**src/rtl/sram_bit_req_ctrl_if.sv**
```systemverilog
// sram_bit_req_ctrl_if: request/response bundle in front of the bit-masked SRAM controller.
//   req_valid/req_ready/req_we/req_addr/req_mask/req_wdata : request channel (mask 1 = keep bit)
//   rsp_valid/rsp_ready/rsp_rdata                          : read response channel
// Modports: master = requester side, slave = controller side.
interface sram_bit_req_ctrl_if #(
  parameter int unsigned DW = 140,
  parameter int unsigned AW = 10
) ();
  logic          req_valid;
  logic          req_ready;
  logic          req_we;
  logic [AW-1:0] req_addr;
  logic [DW-1:0] req_mask;
  logic [DW-1:0] req_wdata;
  logic          rsp_valid;
  logic          rsp_ready;
  logic [DW-1:0] rsp_rdata;

  modport master (
    output req_valid, req_we, req_addr, req_mask, req_wdata, rsp_ready,
    input  req_ready, rsp_valid, rsp_rdata
  );

  modport slave (
    input  req_valid, req_we, req_addr, req_mask, req_wdata, rsp_ready,
    output req_ready, rsp_valid, rsp_rdata
  );
endinterface

```
**src/rtl/sram_bit_req_ctrl.sv**
```systemverilog
// sram_bit_req_ctrl: pipelined valid/ready front-end for a single-port bit-masked SRAM.
// Zero-fills the whole array after every reset, then issues one request per cycle.
// Ports:
//   clk, reset     : clock shared with the SRAM, asynchronous active-high reset
//   bus (slave)    : request/response handshake bundle
//   addr_err       : one-cycle pulse when an out-of-range request enters issue
//   init_done      : zero-fill complete, requests accepted from here on
//   sram_n_cs/n_we/n_oe, sram_mask, sram_ad, sram_din : SRAM macro inputs
//   sram_dout      : SRAM read data (held by the macro while deselected)
module sram_bit_req_ctrl #(
  parameter int unsigned DW = 140,
  parameter int unsigned DD = 1024,
  parameter int unsigned AW = 10
) (
  input  logic                clk,
  input  logic                reset,
  sram_bit_req_ctrl_if.slave  bus,
  output logic                addr_err,
  output logic                init_done,
  output logic                sram_n_cs,
  output logic                sram_n_we,
  output logic                sram_n_oe,
  output logic [DW-1:0]       sram_mask,
  output logic [AW-1:0]       sram_ad,
  output logic [DW-1:0]       sram_din,
  input  logic [DW-1:0]       sram_dout
);

  // One extra bit so DD == 2**AW is representable.
  localparam logic [AW:0] DepthW = DD[AW:0];

  typedef enum logic [0:0] {StInit, StRun} state_e;

  state_e        state_q;
  logic [AW:0]   init_cnt_q;
  logic          init_done_q;

  logic          iss_valid_q;
  logic          iss_we_q;
  logic          iss_oor_q;
  logic [AW-1:0] iss_addr_q;
  logic [DW-1:0] iss_mask_q;
  logic [DW-1:0] iss_wdata_q;

  logic          rsp_valid_q;
  logic          err_rd_q;
  logic          addr_err_q;

  logic          stall;
  logic          accept;
  logic          req_oor;

  // An unconsumed response blocks everything: the SRAM output register is the response buffer.
  assign stall         = rsp_valid_q & ~bus.rsp_ready;
  assign bus.req_ready = (state_q == StRun) & ~stall;
  assign accept        = bus.req_valid & bus.req_ready;
  assign req_oor       = {1'b0, bus.req_addr} >= DepthW;

  always_ff @(posedge clk or posedge reset) begin
    if (reset) begin
      state_q     <= StInit;
      init_cnt_q  <= '0;
      init_done_q <= 1'b0;
      iss_valid_q <= 1'b0;
      iss_we_q    <= 1'b0;
      iss_oor_q   <= 1'b0;
      iss_addr_q  <= '0;
      iss_mask_q  <= '1;
      iss_wdata_q <= '0;
      rsp_valid_q <= 1'b0;
      err_rd_q    <= 1'b0;
      addr_err_q  <= 1'b0;
    end else begin
      addr_err_q <= 1'b0;

      case (state_q)
        StInit: begin
          if (init_cnt_q == DepthW) begin
            // Last zero-fill write is being performed on this edge.
            state_q     <= StRun;
            init_done_q <= 1'b1;
            iss_valid_q <= 1'b0;
            iss_we_q    <= 1'b0;
          end else begin
            iss_valid_q <= 1'b1;
            iss_we_q    <= 1'b1;
            iss_oor_q   <= 1'b0;
            iss_addr_q  <= init_cnt_q[AW-1:0];
            iss_mask_q  <= '0;
            iss_wdata_q <= '0;
            init_cnt_q  <= init_cnt_q + 1'b1;
          end
        end
        StRun: begin
          if (accept) begin
            iss_valid_q <= 1'b1;
            iss_we_q    <= bus.req_we;
            iss_oor_q   <= req_oor;
            iss_addr_q  <= bus.req_addr;
            iss_mask_q  <= bus.req_mask;
            iss_wdata_q <= bus.req_wdata;
            addr_err_q  <= req_oor;
          end else if (!stall) begin
            iss_valid_q <= 1'b0;
          end
        end
        default: state_q <= StInit;
      endcase

      // Response side: a read in issue completes on any non-stalled edge.
      if (!stall) begin
        if (iss_valid_q && !iss_we_q) begin
          rsp_valid_q <= 1'b1;
          err_rd_q    <= iss_oor_q;
        end else if (bus.rsp_ready) begin
          rsp_valid_q <= 1'b0;
        end
      end
    end
  end

  assign sram_n_cs = ~iss_valid_q | stall | iss_oor_q;
  assign sram_n_we = ~iss_we_q;
  assign sram_n_oe = sram_n_cs;
  assign sram_ad   = iss_addr_q;
  assign sram_din  = iss_wdata_q;
  assign sram_mask = iss_mask_q;

  assign bus.rsp_valid = rsp_valid_q;
  // Zero when no response is presented or the read was out of range.
  assign bus.rsp_rdata = (rsp_valid_q && !err_rd_q) ? sram_dout : '0;

  assign addr_err  = addr_err_q;
  assign init_done = init_done_q;

endmodule

```
**src/flat_wrapper.sv**
```systemverilog
// flat-port wrapper written by rule: the top's interface ports become plain ports
module sram_bit_req_ctrl_flat 
#(
  parameter int unsigned DW = 140,
  parameter int unsigned DD = 1024,
  parameter int unsigned AW = 10
)
  (clk, reset, addr_err, init_done, sram_n_cs, sram_n_we, sram_n_oe, sram_mask, sram_ad, sram_din, sram_dout, bus_req_valid, bus_req_we, bus_req_addr, bus_req_mask, bus_req_wdata, bus_rsp_ready, bus_req_ready, bus_rsp_valid, bus_rsp_rdata);
  sram_bit_req_ctrl_if #(.DW(DW), .AW(AW)) bus_i ();
  input  logic clk;
  input  logic reset;
  output logic addr_err;
  output logic init_done;
  output logic sram_n_cs;
  output logic sram_n_we;
  output logic sram_n_oe;
  output logic [DW-1:0] sram_mask;
  output logic [AW-1:0] sram_ad;
  output logic [DW-1:0] sram_din;
  input  logic [DW-1:0] sram_dout;
  input wire logic [$bits(bus_i.req_valid)-1:0] bus_req_valid;
  input wire logic [$bits(bus_i.req_we)-1:0] bus_req_we;
  input wire logic [$bits(bus_i.req_addr)-1:0] bus_req_addr;
  input wire logic [$bits(bus_i.req_mask)-1:0] bus_req_mask;
  input wire logic [$bits(bus_i.req_wdata)-1:0] bus_req_wdata;
  input wire logic [$bits(bus_i.rsp_ready)-1:0] bus_rsp_ready;
  output wire logic [$bits(bus_i.req_ready)-1:0] bus_req_ready;
  output wire logic [$bits(bus_i.rsp_valid)-1:0] bus_rsp_valid;
  output wire logic [$bits(bus_i.rsp_rdata)-1:0] bus_rsp_rdata;
  assign bus_i.req_valid = bus_req_valid;
  assign bus_i.req_we = bus_req_we;
  assign bus_i.req_addr = bus_req_addr;
  assign bus_i.req_mask = bus_req_mask;
  assign bus_i.req_wdata = bus_req_wdata;
  assign bus_i.rsp_ready = bus_rsp_ready;
  assign bus_req_ready = bus_i.req_ready;
  assign bus_rsp_valid = bus_i.rsp_valid;
  assign bus_rsp_rdata = bus_i.rsp_rdata;
  sram_bit_req_ctrl #(.DW(DW), .DD(DD), .AW(AW)) u_core (.clk(clk), .reset(reset), .bus(bus_i), .addr_err(addr_err), .init_done(init_done), .sram_n_cs(sram_n_cs), .sram_n_we(sram_n_we), .sram_n_oe(sram_n_oe), .sram_mask(sram_mask), .sram_ad(sram_ad), .sram_din(sram_din), .sram_dout(sram_dout));
endmodule
```
**config.mk**
```make
export PLATFORM = sky130hd
export DESIGN_NAME = sram_bit_req_ctrl_flat
export DESIGN_NICKNAME = d
export VERILOG_FILES = /design/src/rtl/sram_bit_req_ctrl_if.sv /design/src/rtl/sram_bit_req_ctrl.sv /design/src/flat_wrapper.sv
export SDC_FILE = /design/constraint.sdc
export NUM_CORES = 1
export LEC_CHECK = 0
export ABC_AREA = 1
export BUFFER_PORTS_ARGS = -buffer_cell sky130_fd_sc_hd__clkbuf_2
export CORE_AREA = 8 8 332 334
export CTS_CLUSTER_DIAMETER = 120
export DETAILED_ROUTE_END_ITERATION = 10
export DIE_AREA = 0 0 340 342
export SLEW_MARGIN = 20
export SYNTH_ARGS = -nofsm -noshare
export SYNTH_HDL_FRONTEND = slang
export SYNTH_SLANG_ARGS = --single-unit
export TNS_END_PERCENT = 50
```
**constraint.sdc**
```tcl
create_clock -name clk -period 12.5 [get_ports clk]
set_clock_uncertainty 0.1 [all_clocks]
set_input_delay 1.875 -clock clk [delete_from_list [all_inputs] [get_ports clk]]
set_output_delay 1.875 -clock clk [all_outputs]
set_load 0.1 [all_outputs]
```
Yosys cells after proc, flatten, opt, wreduce, memory -nomap -nowiden
Cells that the tools add are included.

storage, ports and cells
  bits of input ports = 435
  bits in registers = 308

cells by class
  add/sub/neg operators = 1
  reduce and logical (&&, ||, !) cells = 10
  multiplexer cells = 22
  eq/ne operators = 4
  bitwise logic cells = 11

operators with widths
  cell                   count
  $mux 140               4
  $pmux 140 s2           2
  $mux 10                2
  $pmux 10 s2            1
  $add 11x1->11 const B  1
  $eq 11x11->1 const B   1
  $mux 1                 10
  $reduce_and 2->1       5
  $not 1->1              6
  $pmux 1 s2             3
  $ne 2x2->1 const B     2
  $and 1x1->1            3
  $ne 3x3->1 const B     1
  $logic_and 1x1->1      2
  $logic_not 1->1        2
  $or 1x1->1             2
  $reduce_bool 2->1      1

Depth between registers and ports, before layout
Gate-level depths: netlist (run 1).

  depth after elaboration = 7
  depth in mapped cells = 11
  mapped depth without buffers = 9

Least setup slack after synthesis (run 1)
OpenSTA, ideal clock, no wires.

  kind = input-to-output
  start point = input bus_rsp_ready
  end point = output sram_n_oe
  cell stages on the path = 4
  path slack = 7.372 ns
  buffers on the path = 1
  arrival = 3.153 ns
  cell sequence = nor2_4 > inv_1 > nand2_1 > buf_4

between the ends
  cells in the longest elaborated chain, start to end = 4

ends and longest elaborated chain
  item                     RTL line                  source
  start, declared          flat_wrapper.sv:26        input wire logic [$bits(bus_i.rsp_ready)-1:0] bus_rsp_ready;
  $not 1->1                sram_bit_req_ctrl.sv:54   assign stall = rsp_valid_q & ~bus.rsp_ready;
  $and 1x1->1              sram_bit_req_ctrl.sv:54
  $or 1x1->1 (2 in a row)  sram_bit_req_ctrl.sv:122  assign sram_n_cs = ~iss_valid_q | stall | iss_oor_q;
  end, declared            flat_wrapper.sv:16        output logic sram_n_oe;

No other way between the ends.

Worst setup path in the final report (run 1)
Ends and elaborated chain as after synthesis.

==> impl_metrics.tcl, run 1 <==
set metrics [dict create \
    status "finished, final reports clean" \
    r2r_end "u_core.sram_mask[5]" \
    grt_max_degree 172 \
    synth_cell_types 23 \
    grt-ovfl-total 0 \
    drive_gt1_share_pct 43.6 \
    critPathKind "primary input to output port" \
    io_buffers 870 \
    r2r-start "u_core.bus.rsp_valid" \
    fmaxAchievable_mhz 200 \
    vias 14400 \
    slew-limit-headroom_pct 15.3 \
    synth_top_family_by_area "simple AND/OR/NAND/NOR gates" \
    initial_core_util_pct 13.0 \
    synth_mux_area_share_pct 0 \
    synthSimpleGateAreaFrac_pct 32.9 \
    cts_root_buf "clkbuf_16" \
    ys_seq_elements 306 \
    fin_crit_sh_pct 40.0 \
    seq_area_frac_synth_pct 57.5 \
    antenna_left 0 \
    routed_wl_mm 80.1 \
    synth_fa_ha_area_share_pct 0.184 \
    die_w_um 340 \
    cp.arrival_ns 3.02 \
    coreArea_sq_um 105000 \
    postCtsHoldBufs 0 \
    grt_pass1_vias 14890 \
    core.rowCount 119 \
    wl_per_cell_um 20.4 \
    dp_hpwl_mm 65.0 \
    min_to "u_core.init_done" \
    syn_area_sq_um 13600 \
    synth_top_area_share_pct 30.5 \
    seqPwrFrac_pct 42.1 \
    cts_tree "yes" \
    clock_latency_ns 0.58 \
    path_clk_slew_ns 0.06 \
    worstPathRequired_ns 10.52 \
    reg2reg_depth 9 \
    setup_violations 0 \
    rsz0062_at_grt "false" \
    grt_util_all_layers_pct 13.1 \
    synth_compound_area_share_pct 0.579 \
    cts_setup_buffers 0 \
    netlist_instances 1686 \
    worstMarginPinSlew_ns 1.27 \
    synth_ff_type "dfrtp_1" \
    viasPerCell 3.66 \
    cts_resized 0 \
    synth-xor-area-share_pct 0.450 \
    swShare_pct 24.3 \
    synth_most_common_cell "nand2_1" \
    syn_avg_cell_area_sq_um 8.07 \
    pwr-share-comb_pct 4.4 \
    antenna_found_initial 43 \
    drc 0 \
    first_iter_violations 811 \
    grt_pass1_wl_mm 112 \
    dieArea_sq_um 116000 \
    synth_common_cells "766 x nand2_1, 299 x nand3_1, 166 x dfrtp_1" \
    final_nets 2934 \
    cp_max_fo 3 \
    cts-buffers-inserted 42 \
    critPathLaunchType "primary input" \
    io-pin-count 872 \
    cell_internal_pwr_mw 1.79 \
    cts.sinks 306 \
    htree_num_levels 2 \
    leakage_nw 12.5 \
    end_kind "output port" \
    finalPower_mw 2.36 \
    synthesis.nets 2123 \
    clkPwrFrac_pct 53.6 \
    yosys.area.top_type "dfrtp_1" \
    hp-start "u_core.init_done" \
    finalCriticalPeriod_ns 5.00 \
    syn_to_final_growth_pct 52.9 \
    finalHoldViolations 0 \
    dr.pass1.iters 7 \
    yosys_warnings 0 \
    ir_drop_mv 0.0898 \
    rrSetupSlack_ns 8.65 \
    cts.path.max_buffers 3 \
    routabilityCongestion 0.934 \
    p_per_area_nw_per_um2 113 \
    report.final.slew_viol_count 0 \
    synth_edf_count 0 \
    max_cap_viol_count 0 \
    yosys-top-cells-area "dfrtp_1 31%, dfstp_2 27%, nand2_1 21%" \
    switchingPower_uw 574 \
    fp.dieH_um 342 \
    hold_path.class "flip-flop to flip-flop" \
    async_flop_share_pct 100 \
    hold-path-cell-count 1 \
    setup_tns_ns 0 \
]
through the flow:
stage / cells / util [%] / hold slack (ns) / setup WS [ns] / cell area (sq um)
after detailed placement: 3843 / 18.4 / 0.349 / 7.45 / 19300
final: 3932 / 19.9 / 0.359 / 7.50 / 20800
after global placement: 3843 / 18.4 / 0.346 / 7.44 / 19300
after floorplan: 1686 / - / 0.345 / 2.30 / 13600
after CTS: 3920 / 19.8 / 0.362 / 7.41 / 20800
after global routing: 3922 / 19.9 / 0.392 / 7.29 / 20800
how the worst max path moves through the flow:
stage / to / cells past startpoint / slack, ns / start
CTS: sram_n_oe / 6 / 7.41 / u_core.bus.rsp_valid
detailed placement: sram_n_oe / 5 / 7.45 / bus_rsp_ready
finish: sram_n_oe / 5 / 7.50 / bus_rsp_ready
global route: sram_n_oe / 6 / 7.29 / u_core.bus.rsp_valid
global placement: sram_n_oe / 5 / 7.44 / bus_rsp_ready
floorplan: u_core.bus.rsp_valid / 1 / 2.30 / reset
registers in the layout, summed over array words and instances, names as in the netlist:
register,count
u_core.init_done,1
u_core.sram_ad,10
u_core.iss_valid_q,1
u_core.state_q,1
u_core.iss_we_q,1
u_core.bus.rsp_valid,1
u_core.sram_mask,140
u_core.sram_din,140
u_core.init_cnt_q,11
layout by cell type, fill, tap and decap left out, drive strengths merged:
master,n
dfrtp,166
o21ai,12
xnor2,3
nand4,2
clkbuf,925
nand3,299
nand2,767
clkinv,9
dfstp,140
nand3b,1
a21o,1
diode,11
xor2,4
ha,2
inv,161
nor3,2
conb,1
bufinv,4
o21bai,1
clkinvlp,4
buf,14
nor2,12
area by class of cell:
type,count,area (sq um)
inverters,156,601
multi-input cells,1107,4660
fillers,11768,83900
flip-flops and latches,306,7840
diodes,11,27.5
well taps,1391,1740
repair buffers,884,4490
clock buffers,55,1150
clock inverters,22,303
per-layer routing:
metal | vias to the layer above | part of all wire [%] | GRT usage [%] | wire length [um]
met2 | 666 | 49 | 22.5 | 38900
li1 | 6799 | - | - | -
met3 | 106 | 11 | 6.45 | 8460
met1 | 6817 | 38 | 14.3 | 30500
met5 | - | 0.080 | 0 | 64
met4 | 12 | 2.7 | 3.33 | 2150
power groups by stage:
| stage | Sequential (mW) | Clock, mW | Combinational [mW] |
|---|---|---|---|
| after floorplan | 1.01 | 0 | 0.0155 |
| after global placement | 1.01 | 0 | 0.106 |
| after detailed placement | 1.01 | 0 | 0.105 |
| after CTS | 0.993 | 1.32 | 0.106 |
| after global routing | 0.993 | 1.35 | 0.114 |
| final | 0.993 | 1.26 | 0.103 |
kinds of logic after synthesis:
logic type      after synthesis
other cells                   1
flops                       306
simple gates               1083
xor+xnor                      7
compound gates               14
buf+inv                     273
fa+ha+maj                     2
critical path, cell delays in order:
cell and delay [ns]:
clkbuf_2 0.10, nor2_4 0.27, inv_1 0.10, nand2_1 0.16, clkbuf_2 0.49
Note: power is estimated with default switching activity, not from simulation.
==> run 2, diff against run 1 <==
==> constraint.sdc (replaced) <==
create_clock -name clk -period 4.3 [get_ports clk]
set_clock_uncertainty 0.1 [all_clocks]
set_input_delay 0.645 -clock clk [delete_from_list [all_inputs] [get_ports clk]]
set_output_delay 0.645 -clock clk [all_outputs]
set_load 0.1 [all_outputs]
==> impl_metrics.tcl, run 2 (synthesized netlist as in run 1, its figures left out) <==
set metrics [dict create \
    status "finished, final reports clean" \
    dp_hpwl_mm 68.6 \
    coreArea_sq_um 105000 \
    initial_core_util_pct 13.0 \
    antenna_found_initial 23 \
    viasPerCell 3.71 \
    seqPwrFrac_pct 43.9 \
    fp.dieH_um 342 \
    routabilityCongestion 0.935 \
    grt_pass1_wl_mm 115 \
    r2r-start "u_core.state_q" \
    finalCriticalPeriod_ns 3.65 \
    switchingPower_mw 1.52 \
    crit_slowest_cell "buf_4" \
    routed_wl_mm 82.4 \
    vias 14575 \
    core.rowCount 119 \
    final_nets 2945 \
    critPathLaunchType "flip-flop" \
    cts_resized 0 \
    clkPwrFrac_pct 51.8 \
    grt_pass1_vias 15001 \
    dr.pass1.iters 5 \
    cp.arrival_ns 2.91 \
    setup_tns_ns 0 \
    cts-buffers-inserted 39 \
    fmaxAchievable_mhz 274 \
    syn_to_final_growth_pct 53.1 \
    rrSetupSlack_ns 1.51 \
    path_clk_slew_ns 0.06 \
    report.final.slew_viol_count 0 \
    worstPathRequired_ns 3.56 \
    fin_cells 3932 \
    finalHoldViolations 0 \
    path_cells "buf_4 -> buf_4 -> nand2_1 -> inv_1 -> clkbuf_2" \
    placed_cells 3857 \
    cts_root_buf "clkbuf_16" \
    layout_commonest_cell "clkbuf_2" \
    antenna_left 0 \
    reg2reg_depth 8 \
    leakage_nw 12.5 \
    r2r_end "u_core.sram_din[124]" \
    cts.sinks 306 \
    htree_num_levels 2 \
    clock_latency_ns 0.57 \
    cts_tree "yes" \
    grt-ovfl-total 0 \
    wl_per_cell_um 20.9 \
    ir_drop_mv 0.221 \
    critPathKind "flip-flop to output port" \
    pwr-share-comb_pct 4.4 \
    hold_path.class "primary input to flip-flop" \
    mostFrequentLayoutCells "870 x clkbuf_2, 766 x nand2_1, 299 x nand3_1" \
    swShare_pct 23.1 \
    p_per_area_nw_per_um2 316 \
    rsz0062_at_grt "false" \
    drive_gt1_share_pct 43.6 \
    die_w_um 340 \
    grt_max_degree 159 \
    slew-limit-headroom_pct 37.5 \
    crit_top_cell "buf_4" \
    io-pin-count 872 \
    hp-start "bus_req_mask[139]" \
    cell_internal_pwr_mw 5.06 \
    cp_max_fo 73 \
    max_cap_viol_count 0 \
    grt_util_all_layers_pct 13.4 \
    first_iter_violations 976 \
    min_to "u_core.sram_mask[139]" \
    hold-path-cell-count 3 \
    critPathMaxStageDelay_ns 0.66 \
    io_buffers 870 \
    dieArea_sq_um 116000 \
    setup_violations 0 \
    end_kind "output port" \
    fin_crit_sh_pct 84.9 \
    worstMarginPinSlew_ns 0.937 \
    final_util_pct 19.9 \
    drc 0 \
    cts.path.max_buffers 3 \
]
run 2: cell count changes in the layout (fill, tap and decap cells not counted), moves of 2 or more:
| cell | previous run | this run |
|---|---|---|
| clkinv_16 | 2 | 0 |
| clkbuf_1 | 8 | 10 |
| clkbuf_16 | 42 | 39 |
| clkinv_2 | 7 | 3 |
| buf_4 | 12 | 18 |
| inv_8 | 3 | 1 |
| diode_2 | 11 | 4 |
| clkbuf_8 | 5 | 9 |
| buf_12 | 1 | 9 |
| clkinvlp_4 | 4 | 2 |
run 2: routing by layer:
metal	vias to the layer above	wire [um]	track usage [%]
li1	6815	-	-
met1	6983	32800	15.9
met2	676	39700	22.7
met3	97	8130	5.48
met4	4	1680	2.89
met5	-	27	0
run 2: cell type report:
class	instances	area, sq um
fillers	11774	83800
inverters	156	597
multi-input cells	1107	4660
diodes	4	10.0
flip-flops and latches	306	7840
repair buffers	898	4680
clock inverters	12	179
clock buffers	58	1140
well taps	1391	1740
run 2: worst max path at each step:
stage / startpoint / end / slack, ns / depth (start not counted)
2_1_floorplan: reset / u_core.bus.rsp_valid / -0.40 / 1
3_3_place_gp: u_core.bus.rsp_valid / bus_rsp_rdata[50] / 1.35 / 5
3_5_place_dp: u_core.bus.rsp_valid / bus_rsp_rdata[39] / 1.26 / 5
4_1_cts: u_core.bus.rsp_valid / bus_rsp_rdata[39] / 0.60 / 5
5_1_grt: u_core.bus.rsp_valid / bus_rsp_rdata[52] / 0.45 / 5
6_report: u_core.bus.rsp_valid / bus_rsp_rdata[39] / 0.65 / 5
run 2: power by group through the flow:
stage / logic, mW / registers [mW] / clock network, mW
after floorplan: 0.0454 / 2.93 / 0
after global placement: 0.291 / 2.93 / 0
after detailed placement: 0.293 / 2.93 / 0
after CTS: 0.296 / 2.89 / 3.54
after global routing: 0.318 / 2.89 / 3.64
final: 0.287 / 2.89 / 3.41
run 2: worst max-delay path, delay by kind of cell, from the launching register on:
kind                   cells  cell delay [ns]
buffers and inverters      4             1.72
flip-flops                 1             0.41
AND/OR/NAND/NOR            1             0.14
run 2: metrics by stage:
stage | total power, mW | cell area (sq um) | setup WS [ns] | hold slack [ns]
after detailed placement | 3.23 | 19500 | 1.26 | 0.362
after global placement | 3.22 | 19500 | 1.35 | 0.349
after global routing | 6.84 | 20800 | 0.445 | 0.106
final | 6.58 | 20800 | 0.650 | 0.143
after CTS | 6.72 | 20800 | 0.598 | 0.0782
after floorplan | 2.98 | 13600 | -0.402 | 0.345
run 2: what timing repair did:
| item | CTS | global route |
|---|---|---|
| endpoints found under the hold margin | 13 | 0 |
| buffers inserted | 0 | 0 |
| hold buffers | 1 | 0 |
